--- src/rtl/i2c_reg_bank_pkg.sv ---
// +-----------------------------------------------------------------------------
// | Module      : i2c_reg_bank_pkg
// | Description : Shared address map, STATUS bit indices and FSM encoding for
// |               the I2C register bank.
// | Revision    : 1.0 - initial release
// +-----------------------------------------------------------------------------
`default_nettype none

package i2c_reg_bank_pkg;

   localparam logic [7:0] ADDR_ID       = 8'd0;
   localparam logic [7:0] ADDR_STATUS   = 8'd1;
   localparam logic [7:0] ADDR_LED      = 8'd2;
   localparam logic [7:0] ADDR_IRQ_MASK = 8'd3;
   localparam logic [7:0] ADDR_SCRATCH  = 8'd4;

   localparam int ST_COLL    = 6;
   localparam int ST_PTR_OVF = 7;

   typedef enum logic [1:0] {
      ST_IDLE = 2'd0,
      ST_PTR  = 2'd1,
      ST_DATA = 2'd2
   } bank_state_t;

   // Pointer advance with wrap at the last implemented address.
   function automatic logic [7:0] ptr_inc(input logic [7:0] ptr, input logic [7:0] last);
      return (ptr == last) ? 8'd0 : ptr + 8'd1;
   endfunction

endpackage

`default_nettype wire

--- src/rtl/i2c_reg_bank_status_w1c.sv ---
// +-----------------------------------------------------------------------------
// | Module      : i2c_status_w1c
// | Description : 8-bit sticky status register, write-1-to-clear with set
// |               priority, masked into a registered interrupt.
// | Revision    : 1.0 - initial release
// +-----------------------------------------------------------------------------
`default_nettype none

module i2c_status_w1c (
   input  logic       clk,
   input  logic       rst,
   input  logic [7:0] i_set,
   input  logic       i_clr_we,
   input  logic [7:0] i_clr_data,
   input  logic [7:0] i_mask,
   output logic [7:0] o_status,
   output logic       o_irq
);

   logic [7:0] r_status;
   logic       r_irq;
   logic [7:0] w_clr;

   assign w_clr = i_clr_we ? i_clr_data : 8'h00;

   always_ff @(posedge clk) begin
      if (rst) begin
         r_status <= 8'h00;
         r_irq    <= 1'b0;
      end else begin
         r_status <= (r_status & ~w_clr) | i_set;
         r_irq    <= |(r_status & i_mask);
      end
   end

   assign o_status = r_status;
   assign o_irq    = r_irq;

endmodule

`default_nettype wire

--- src/rtl/i2c_reg_bank.sv ---
// +-----------------------------------------------------------------------------
// | Module      : i2c_reg_bank
// | Description : Byte-oriented register bank behind the I2C slave sequencer:
// |               pointer load, auto-incrementing burst access, ID/STATUS/LED.
// | Revision    : 1.0 - initial release
// +-----------------------------------------------------------------------------
`default_nettype none

module i2c_reg_bank #(
   parameter int         MEMORY_MAP_SIZE = 50,
   parameter logic [7:0] ID_VALUE        = 8'hA5,
   parameter             INTQ_OPENDRAIN  = "ON"
) (
   input  logic       wb_clk_i,
   input  logic       wb_rst_i,
   input  logic       txn_start_i,
   input  logic       wr_valid_i,
   input  logic [7:0] wr_data_i,
   input  logic       rd_req_i,
   output logic       rd_valid_o,
   output logic [7:0] rd_data_o,
   input  logic       txn_stop_i,
   input  logic [5:0] evt_i,
   output logic [7:0] led_o,
   output logic       irq_o,
   output logic [7:0] ptr_o
);

   import i2c_reg_bank_pkg::*;

   localparam int         c_SCR_N = MEMORY_MAP_SIZE - 4;
   localparam int         c_SCR_W = (c_SCR_N > 1) ? $clog2(c_SCR_N) : 1;
   localparam logic [7:0] c_LAST  = 8'(MEMORY_MAP_SIZE - 1);
   localparam logic [8:0] c_SIZE9 = 9'(MEMORY_MAP_SIZE);

   bank_state_t r_state, w_state_nxt;
   logic [7:0]  r_ptr, w_ptr_nxt;
   logic        w_reg_we, w_rd_fire, w_coll, w_ovf;

   logic [7:0]  r_led, r_mask;
   logic [7:0]  r_scratch [c_SCR_N];
   logic [7:0]  r_rd_data;
   logic        r_rd_valid;

   logic [7:0]  w_status;
   logic        w_irq;
   logic [7:0]  w_rd_byte;
   logic [c_SCR_W-1:0] w_scr_idx;

   assign w_scr_idx = c_SCR_W'(r_ptr - ADDR_SCRATCH);

   always_ff @(posedge wb_clk_i) begin
      if (wb_rst_i) begin
         r_state <= ST_IDLE;
         r_ptr   <= 8'd0;
      end else begin
         r_state <= w_state_nxt;
         r_ptr   <= w_ptr_nxt;
      end
   end

   // A write strobe always wins over a simultaneous read request.
   always_comb begin
      w_state_nxt = r_state;
      w_ptr_nxt   = r_ptr;
      w_reg_we    = 1'b0;
      w_rd_fire   = 1'b0;
      w_coll      = 1'b0;
      w_ovf       = 1'b0;
      if (txn_start_i) begin
         w_state_nxt = ST_PTR;
      end else begin
         if (wr_valid_i) begin
            w_coll = rd_req_i;
            case (r_state)
               ST_PTR: begin
                  if ({1'b0, wr_data_i} >= c_SIZE9) begin
                     w_ptr_nxt = 8'd0;
                     w_ovf     = 1'b1;
                  end else begin
                     w_ptr_nxt = wr_data_i;
                  end
                  w_state_nxt = ST_DATA;
               end
               ST_DATA: begin
                  w_reg_we  = 1'b1;
                  w_ptr_nxt = ptr_inc(r_ptr, c_LAST);
               end
               default: w_coll = 1'b1;
            endcase
         end else if (rd_req_i) begin
            w_rd_fire = 1'b1;
            w_ptr_nxt = ptr_inc(r_ptr, c_LAST);
            if (r_state == ST_PTR) begin
               w_state_nxt = ST_DATA;
            end
         end
         if (txn_stop_i) begin
            w_state_nxt = ST_IDLE;
         end
      end
   end

   always_ff @(posedge wb_clk_i) begin
      if (wb_rst_i) begin
         r_led  <= 8'hFF;
         r_mask <= 8'h00;
         for (int i = 0; i < c_SCR_N; i++) begin
            r_scratch[i] <= 8'h00;
         end
      end else if (w_reg_we) begin
         if (r_ptr == ADDR_LED) begin
            r_led <= wr_data_i;
         end
         if (r_ptr == ADDR_IRQ_MASK) begin
            r_mask <= wr_data_i;
         end
         if (r_ptr >= ADDR_SCRATCH) begin
            r_scratch[w_scr_idx] <= wr_data_i;
         end
      end
   end

   i2c_status_w1c u_status (
      .clk        (wb_clk_i),
      .rst        (wb_rst_i),
      .i_set      ({w_ovf, w_coll, evt_i}),
      .i_clr_we   (w_reg_we && (r_ptr == ADDR_STATUS)),
      .i_clr_data (wr_data_i),
      .i_mask     (r_mask),
      .o_status   (w_status),
      .o_irq      (w_irq)
   );

   always_comb begin
      w_rd_byte = 8'h00;
      case (r_ptr)
         ADDR_ID:       w_rd_byte = ID_VALUE;
         ADDR_STATUS:   w_rd_byte = w_status;
         ADDR_LED:      w_rd_byte = r_led;
         ADDR_IRQ_MASK: w_rd_byte = r_mask;
         default:       w_rd_byte = r_scratch[w_scr_idx];
      endcase
   end

   always_ff @(posedge wb_clk_i) begin
      if (wb_rst_i) begin
         r_rd_valid <= 1'b0;
         r_rd_data  <= 8'h00;
      end else begin
         r_rd_valid <= w_rd_fire;
         if (w_rd_fire) begin
            r_rd_data <= w_rd_byte;
         end
      end
   end

   generate
      if (INTQ_OPENDRAIN == "ON") begin : g_irq_od
         assign irq_o = ~w_irq;
      end else begin : g_irq_pp
         assign irq_o = w_irq;
      end
   endgenerate

   assign rd_valid_o = r_rd_valid;
   assign rd_data_o  = r_rd_data;
   assign led_o      = r_led;
   assign ptr_o      = r_ptr;

endmodule

`default_nettype wire

--- config.mk ---
export PLATFORM = sky130hd
export DESIGN_NAME = i2c_reg_bank
export DESIGN_NICKNAME = d
export VERILOG_FILES = /design/src/rtl/i2c_reg_bank_pkg.sv /design/src/rtl/i2c_reg_bank_status_w1c.sv /design/src/rtl/i2c_reg_bank.sv
export SDC_FILE = /design/constraint.sdc
export NUM_CORES = 1
export LEC_CHECK = 0
export CORE_ASPECT_RATIO = 1.25
export CORE_MARGIN = 2
export CORE_UTILIZATION = 40
export DETAILED_ROUTE_END_ITERATION = 8
export PLACE_DENSITY = 0.58
export SKIP_CTS_REPAIR_TIMING = 1
export SYNTH_ARGS = -nofsm -noshare
export SYNTH_HDL_FRONTEND = slang
export SYNTH_SLANG_ARGS = --single-unit
export TNS_END_PERCENT = 1
--- constraint.sdc ---
create_clock -name wb_clk_i -period 3.1 [get_ports wb_clk_i]
set_clock_uncertainty 0.15 [all_clocks]
set_input_delay 0.62 -clock wb_clk_i [delete_from_list [all_inputs] [get_ports wb_clk_i]]
set_output_delay 0.62 -clock wb_clk_i [all_outputs]
set_load 0.01 [all_outputs]
# Word-level counts from Yosys, hierarchy flattened
# Memories as Yosys holds them, arrays and structs flattened.
# Cells that the tools add are included.
[word_totals] regBits=44 ramBits=368 in_bits=20 out_inout_bits=26 memories=1
[classes] add_sub_neg=2 order_cmp=2 eq_ne=7 mux=34 n_bitwise=6 n_reduce_logical=11
[memory_table] name="r_scratch" words=46 width=8 rd=1 rd_ports_with_merged_regs=0 write_ports=46 line_no="i2c_reg_bank.sv:41" source="logic [7:0] r_scratch [c_SCR_N];"
[op_table] operator="two-way mux 8 bit" count=6
[op_table] operator="case mux 8 bit (4 select lines)" count=1
[op_table] operator="two-way mux 1 bit" count=22
[op_table] operator="AND 8 bit" count=2
[op_table] operator="equality test 8 x 2 -> 1 bit, second input constant" count=2
[op_table] operator="case mux 8 bit (2 select lines)" count=1
[op_table] operator="OR reduction 8 bit" count=2
[op_table] operator="adder 8 x 1 -> 8 bit, second input constant" count=1
[op_table] operator="equality test 8 x 1 -> 1 bit, second input constant" count=1
[op_table] operator="equality test 8 x 6 -> 1 bit, second input constant" count=1
[op_table] operator=">= comparator 8 x 3 -> 1 bit, second input constant" count=1
[op_table] operator=">= comparator 8 x 6 -> 1 bit, second input constant" count=1
[op_table] operator="zero test 8 bit" count=1
[op_table] operator="NOT 8 bit" count=1
[op_table] operator="bitwise OR 8 bit" count=1
[op_table] operator="two-way mux 2 bit" count=3
[op_table] operator="two-way mux 6 bit" count=1
[op_table] operator="subtractor 6 x 3 -> 6 bit, second input constant" count=1
[op_table] operator="AND reduction 2 bit" count=2
[op_table] operator="nonzero test 4 bit" count=1
[op_table] operator="!= test 3 x 1 -> 1 bit, second input constant" count=1
[op_table] operator="AND reduction 3 bit" count=1
[op_table] operator="OR reduction 3 bit" count=1
[op_table] operator="equality test 2 x 1 -> 1 bit, second input constant" count=1
[op_table] operator="other kinds (5)" count=6

# Longest topological paths before layout
# Gate-level depths: netlist (run 1).
[depth] depth_word=9 mapped_depth=13 depth_no_buf=8

# Hierarchy
# A second synthesis (run 1) with hierarchy kept.
[hier_totals] cells_unflattened=1748 area_unflattened_um2=25295.5
[modules_own_cells] mod="i2c_reg_bank" instances=1 cells_per_inst=1718 area_each_um2=24936.4 seq_area_each_um2=16075.4
[modules_own_cells] mod="i2c_status_w1c" instances=1 cells_per_inst=30 area_each_um2=359.1 seq_area_each_um2=180.2

# Worst setup path before layout (run 1)
# No wires, ideal clock.
[synth_timing] kind="register -> register" start="reg r_ptr[2], in the netlist ptr_o[2]" end="mem r_scratch[4][0] (enable)" arrival_ns=2.988 setup_slack_ns=-0.367 stages_incl_launch_ff=12 n_path_buf=6 period_less_slack_ns=3.467 path_cell_list="dfxtp_1 buf_2 buf_2 inv_1 buf_1 ha_1 clkbuf_1 clkbuf_1 nand2_1 clkbuf_1 nor2_1 or2_1"
[synth_rtl] element="start: declaration" line_no="i2c_reg_bank.sv:37" source="logic [7:0] r_ptr, w_ptr_nxt;"
[synth_rtl] element="start signal: assignment" line_no="i2c_reg_bank.sv:58" source="r_ptr <= w_ptr_nxt;"
[synth_rtl] element="end: declaration" line_no="i2c_reg_bank.sv:41"

# Worst setup path in the final report (run 1)
[layout_timing] start="reg r_ptr[0], in the netlist ptr_o[0]" end="out ptr_o[0]"
[layout_rtl] element="end: declaration" line_no="i2c_reg_bank.sv:26" source="output logic [7:0] ptr_o"
# No word-level cell between the ends.

==> summary.txt, run 1 <==
Status
  • Run status: finished clean

Final layout
  • Most frequent cells in the layout: 512 x edfxtp_1, 372 x and2_1, 139 x buf_4
  • Fin util: 47.03%
  • Layout cells sized above 1: 23.12%
  • Area growth from synthesis to layout: 16.59%
  • Nets: 1860
  • Final std cells w/o fill: 2705
  • Most frequent standard cell in the layout excluding fill and tap cells: edfxtp_1
  • Number of diodes: 0
  • Final instance area: 29110 um2
  • Fill cell total of the finished layout: 5359

GRT
  • Total track usage: 20.71%
  • Largest net degree at the start of global routing: 92
  • GRT Residual Overflow: 0
  • Global-route wire length before repair: 97.84 mm
  • Number of antenna violations at the first check in global routing: 1
  • Via count of the first global-routing pass: 15059

Logic synthesis
  • Seq/Total Area, Yosys: 65.10%
  • Compound-cell area share of the yosys netlist: 4.259%
  • Synthesized cell area: 24970 um2
  • Avg Cell Area, Syn: 14.80 um2
  • Yosys warns: 0
  • Number of cells produced by synthesis: 1687
  • Adder-cell share of the synthesized area: 0.5512%
  • Share of flip-flops with an asynchronous set or reset: 0%
  • Portion of netlist area occupied by mux cells: 13.01%
  • Number of nets produced by synthesis: 1718
  • Basic-gate share of the synthesized area counting and, or, nand and nor cells: 14.76%
  • Number of different library cells in the post-synthesis netlist: 67
  • Top flip-flop cell by instance count after synthesis: edfxtp_1
  • Share of the synthesized netlist area taken by xor and xnor gates: 0.1403%
  • Number of synthesized flops with an enable pin: 512
  • #FFs+latches synth: 556
  • Combinational family with the most area after synthesis: simple AND/OR/NAND/NOR gates

STA
  • Period Utilization, post-route: 92.87%
  • Final Max Slew Viols: 0
  • Relative slew margins: 16.19%
  • Measured slew at the worst slew-check pin: 1.238 ns
  • Number of setup violations in the final report: 0
  • Setup repair after global routing missed its margin: no
  • Final hold violations: 0
  • Fin crit period: 2.879 ns
  • Hold Slack: 0.3086 ns
  • Maximum clock frequency: 347.3 MHz

Clock network
  • Root Buffer: clkbuf_16
  • CTS H-tree lvls: 2
  • Clock buffers created by TritonCTS: 53
  • Sinks on Clock Net: 556
  • Clock insertion delay at the later pin of the skew report: 0.61 ns
  • CTS tree: done
  • Maximum number of buffers from clock root to sink: 3
  • Register clock-pin slew on the reported worst setup and hold paths: 0.07 ns

Setup path
  • Reg-to-Reg Start: ptr_o[2]
  • Highest net fanout along the worst path: 20
  • Req. time, crit path: 2.33 ns
  • Arrival time reported for the critical path endpoint: 2.11 ns
  • Origin of the worst setup path: ptr_o[0]
  • Type of the setup path with the least slack: flop to output port
  • Critical Path Start Type: flop
  • Nature of the critical path endpoint: output port

Place
  • Gpl congestion: 0.8224
  • Placed cell count: 2606
  • DPL Wire Length: 43.22 mm
  • Placed Instance Area: 27250 um2
  • Number of buffer cells added on primary ports: 45

Routing
  • Total via count in the routed design: 14660
  • 1st-pass router iterations: 5
  • First-iteration detailed-routing DRC count: 1325
  • DRC violations left: 0
  • DRT Wirelength: 66.02 mm
  • Via density per instance: 5.420
  • Antenna violation net count after detailed routing: 0
  • Detailed-route wire length per cell: 24.41 um

Power
  • Pwr Total: 16.24 mW
  • Maximum VDD drop: 0.3496 mV
  • Static leakage: 10.43 nW
  • Power per Cell Area: 557.9 nW/um2

Job
  • Maxcap violations: 0

Floorplan
  • Num ports: 46
  • Vertical die dimension: 283.3 um
  • Row cnt: 102
  • Die boundary width: 227.5 um
  • Initial standard-cell utilization of the core: 40.34%
  • Core footprint: 61900 um2
  • Die outline area: 64450 um2

Min path
  • Class of the most critical hold timing path: input pin to flop
  • Launch instance of the worst min-delay path: wr_data_i[7]
cells by family (layout without fill, tap and decap cells):
logic type / Yosys count / after routing
mux: 183 / 183
flops: 556 / 556
simple gates: 658 / 658
xor+xnor: 4 / 4
fa+ha+maj: 11 / 11
buf+inv: 123 / 309
compound gates: 152 / 152
final timing paths:
path,to,slack (ns),cells after the start
max,ptr_o[0],0.22,2
min,u_status.o_status[7],0.31,4
max reg2reg,rd_data_o[2],0.24,8
min reg2reg,led_o[2],0.36,1
flip-flops by register name, summed over array words and instances, names as in the netlist:
register           count
r_state                2
led_o                  8
rd_valid_o             1
rd_data_o              8
ptr_o                  8
r_mask                 8
u_status.o_irq         1
u_status.o_status      8
r_scratch            512
area by class of cell:
type | instances | area [um2] | share of cell area (%)
multi-input cells | 1008 | 8180 | 28.10
clock buffers | 65 | 1444 | 4.960
clock inverters | 34 | 414.1 | 1.423
flip-flops and latches | 556 | 16270 | 55.88
repair buffers | 198 | 1720 | 5.910
well taps | 832 | 1041 | 3.576
inverters | 12 | 45.04 | 0.1547
metal layers:
metal | global-route usage (%) | up-vias | routed length, um
li1 | - | 6590 | -
met5 | 0 | - | 13
met3 | 3.318 | 135 | 3541
met2 | 34.02 | 484 | 32030
met1 | 27.17 | 7449 | 27470
met4 | 8.807 | 2 | 2967
power breakdown:
group | internal, mW | leakage (nW) | total, mW | switching (mW)
clock | 4.07 | 0.909 | 6.95 | 2.89
sequential | 8.34 | 5.45 | 8.42 | 0.0800
combinational | 0.326 | 4.07 | 0.867 | 0.541
total | 12.7 | 10.4 | 16.2 | 3.51
stage by stage:
step / setup slack, ns / setup TNS, ns
2_1_floorplan: -0.03247 / -2.456
3_3_place_gp: -0.07341 / -1.808
3_5_place_dp: -0.07208 / -1.322
4_1_cts: 0.03603 / 0
5_1_grt: 0.04289 / 0
6_report: 0.2210 / 0
critical path: stages, from the launching register on:
cell	delay, ns
dfxtp_4	0.55
buf_6	0.33
clkdlybuf4s50_1	0.61
cells in the mapped netlist, drive strengths merged (3+ instances only):
cell     count  area [um2]
inv         11       41.29
o22ai       20       125.1
nand2       61       239.0
o221ai       4       35.03
a31oi        6       43.79
a211oi       6       45.04
a221oi       9       78.83
nor2       116       442.9
and2       373        2336
nor2b        3       18.77
edfxtp     512       15370
nor3        22       110.1
buf         42       240.2
nand3b       3       22.52
xnor2        3       26.28
nor4b        3       32.53
dfxtp       44       880.8
a21oi       40       204.0
ha          11       137.6
and3         9       56.30
nand3       12       65.06
mux4       113        2545
a211o        7       61.31
or2         46       287.8
o21ai       21       105.1
mux2i       68       680.7
clkbuf      69       259.0
a22oi       11       82.58
a222oi       7       70.07
a311o        5       50.05
a2111oi      3       32.53
Power figures use the tool's default switching activity.
==> inputs of run 2 (changes only) <==
--- a/config.mk
+++ b/config.mk
@@ -13,5 +13,5 @@
 export SKIP_CTS_REPAIR_TIMING = 1
 export SYNTH_ARGS = -nofsm -noshare
 export SYNTH_HDL_FRONTEND = slang
+export SYNTH_HIERARCHICAL = 1
 export SYNTH_SLANG_ARGS = --single-unit
-export TNS_END_PERCENT = 1
==> run 2 against run 1 <==
Sequential power about the same. Non-clock buffer count rose by 28. Setup slack got worse by 0.12 ns. Critical path type is now flop to flop. Utilization rose by 0.47 points. Sequential cell count unchanged. Largest power group unchanged. Clock-buffer cell count stayed put. Hold slack got worse by 0.16 ns.
==> summary.txt, run 2 <==
Status
  • Run status: finished clean

Power
  • Static leakage: 10.65 nW
  • Maximum VDD drop: 0.4024 mV
  • Power per Cell Area: 546.3 nW/um2

Logic synthesis
  • Seq/Total Area, Yosys: 64.26%
  • Compound-cell area share of the yosys netlist: 5.367%
  • Synth cell count leaders: 512 x edfxtp_1, 372 x and2_1, 94 x mux4_2
  • Synth area leader: edfxtp_1
  • Area contributors post-synth: edfxtp_1 61%, and2_1 9.2%, mux4_2 8.4%
  • Most frequent cell after synthesis: edfxtp_1
  • Number of different library cells in the post-synthesis netlist: 66
  • Number of cells produced by synthesis: 1748
  • #FFs+latches synth: 556
  • Yosys warns: 6
  • Number of synthesized flops with an enable pin: 512
  • Number of nets produced by synthesis: 1779
  • Portion of synthesized cell area occupied by the leading cell type: 60.78%
  • Avg Cell Area, Syn: 14.47 um2
  • Top flip-flop cell by instance count after synthesis: edfxtp_1
  • Basic-gate share of the synthesized area counting and, or, nand and nor cells: 15.40%
  • Combinational family with the most area after synthesis: simple AND/OR/NAND/NOR gates
  • Share of the synthesized netlist area taken by xor and xnor gates: 0.2077%
  • Share of flip-flops with an asynchronous set or reset: 0%
  • Portion of netlist area occupied by mux cells: 11.70%
  • Synthesized cell area: 25300 um2
  • Adder-cell share of the synthesized area: 0.5441%

Routing
  • Total via count in the routed design: 15283
  • 1st-pass router iterations: 6
  • Antenna violation net count after detailed routing: 0
  • DRT Wirelength: 71.33 mm
  • Via density per instance: 5.466
  • Detailed-route wire length per cell: 25.51 um
  • DRC violations left: 0
  • First-iteration detailed-routing DRC count: 1414

Setup path
  • Highest net fanout along the worst path: 18
  • Type of the setup path with the least slack: flop to flop
  • Arrival time reported for the critical path endpoint: 3.30 ns
  • Worst-case reg-to-reg path depth: 8
  • Reg-to-Reg Start: ptr_o[2]
  • Register-to-register setup slack: 0.10 ns
  • Critical Path Start Type: flop
  • Critical register-to-register path endpoint: rd_data_o[6]
  • Nature of the critical path endpoint: flop
  • Origin of the worst setup path: ptr_o[2]
  • Req. time, crit path: 3.40 ns

Clock network
  • CTS tree: done
  • CTS H-tree lvls: 2
  • Sinks on Clock Net: 556
  • Clock buffers created by TritonCTS: 54
  • Register clock-pin slew on the reported worst setup and hold paths: 0.06 ns
  • Root Buffer: clkbuf_16
  • Maximum number of buffers from clock root to sink: 3
  • Clock insertion delay at the later pin of the skew report: 0.61 ns

Floorplan
  • Initial standard-cell utilization of the core: 40.22%
  • Num ports: 46
  • Vertical die dimension: 285.2 um
  • Core footprint: 62890 um2
  • Row cnt: 103
  • Die outline area: 65280 um2
  • Die boundary width: 228.9 um

STA
  • Period Utilization, post-route: 96.72%
  • Final hold violations: 0
  • Hold Slack: 0.1488 ns
  • Setup repair after global routing missed its margin: no
  • Final WS setup: 0.1016 ns
  • Measured slew at the worst slew-check pin: 1.074 ns
  • Post-Route Setup TNS: 0 ns
  • Fin crit period: 2.998 ns
  • Number of setup violations in the final report: 0
  • Final Max Slew Viols: 0
  • Maximum clock frequency: 333.5 MHz
  • Relative slew margins: 28.28%

Final layout
  • Number of flip-flops in the largest register: 512
  • Most frequent cells in the layout: 512 x edfxtp_1, 371 x and2_1, 157 x buf_4
  • Nets: 1944
  • Final std cells w/o fill: 2796
  • Most frequent standard cell in the layout excluding fill and tap cells: edfxtp_1
  • Layout cells sized above 1: 25.51%
  • Most flops, register: r_scratch
  • Area growth from synthesis to layout: 18.09%
  • Number of diodes: 0

Place
  • Number of buffer cells added on primary ports: 45
  • Setup slack at placement: 0.04472 ns
  • Gpl congestion: 0.8810
  • Placed cell count: 2697
  • DPL Wire Length: 46.53 mm

Min path
  • Class of the most critical hold timing path: input pin to flop
  • Launch instance of the worst min-delay path: wr_data_i[0]
  • Number of cells traversed by the worst hold path: 1
  • Worst hold endpoint: r_scratch[61][0]

GRT
  • Via count of the first global-routing pass: 15714
  • Total track usage: 21.97%
  • Number of antenna violations at the first check in global routing: 0
  • Largest net degree at the start of global routing: 69
  • Global-route wire length before repair: 105.9 mm
  • GRT Residual Overflow: 0

Job
  • Maxcap violations: 0
-- run 2: metrics by stage --
stage / power, mW / area (um2) / util, %
final: 16.32 / 29870 / 47.50
after global routing: 16.75 / 29870 / 47.50
after CTS: 16.40 / 29870 / 47.50
after detailed placement: 9.655 / 28060 / 44.61
after global placement: 9.644 / 28060 / 44.61
after floorplan: 9.172 / 25540 / -
-- run 2: layout make-up --
class,instances,area (um2)
flip-flops and latches,556,16270
repair buffers,226,2079
multi-input cells,1064,8616
clock buffers,65,1498
fillers,5524,33020
clock inverters,34,317.8
well taps,840,1051
inverters,11,43.79
-- run 2: cells by family (layout without fill, tap and decap cells) --
kind of cell,count (synthesis),count (layout)
AOI/OAI and AO/OA,182,182
buffers and inverters,128,336
and+or+nand+nor,688,688
adders and majority gates,11,11
DFF,556,556
muxes,177,177
xor gates and xnor gates,6,6
-- run 2: power breakdown --
group	internal, mW	total [mW]	leakage [nW]	switching (mW)
Sequential	8.34	8.42	5.45	0.0777
Combinational	0.412	1.07	4.31	0.655
Clock	3.92	6.83	0.891	2.91
Total	12.7	16.3	10.7	3.64
-- run 2: critical path, cell delays in order, from the launching register on --
cell and delay (ns):
dfxtp_4 0.42, inv_4 0.06, ha_1 0.46, buf_4 0.37, mux4_2 0.34, mux2i_1 0.49, a211oi_1 0.22, nor3_1 0.22
a211oi_1 0.09
-- run 2: worst max-delay path by stage --
stage	to	slack, ns
after floorplan	r_scratch[10][0]	-0.07
after global placement	r_scratch[29][0]	0.06
after detailed placement	r_scratch[53][0]	0.04
after CTS	rd_data_o[6]	0.16
after global routing	r_scratch[29][2]	0.07
final	rd_data_o[6]	0.10
-- run 2: routing by layer --
metal / wire length (um) / up-vias / GRT usage (%)
met5: 0 / - / 0
met4: 2667 / 0 / 8.182
met3: 3503 / 138 / 2.800
met2: 35940 / 503 / 38.32
met1: 29220 / 7812 / 28.03
li1: - / 6830 / -
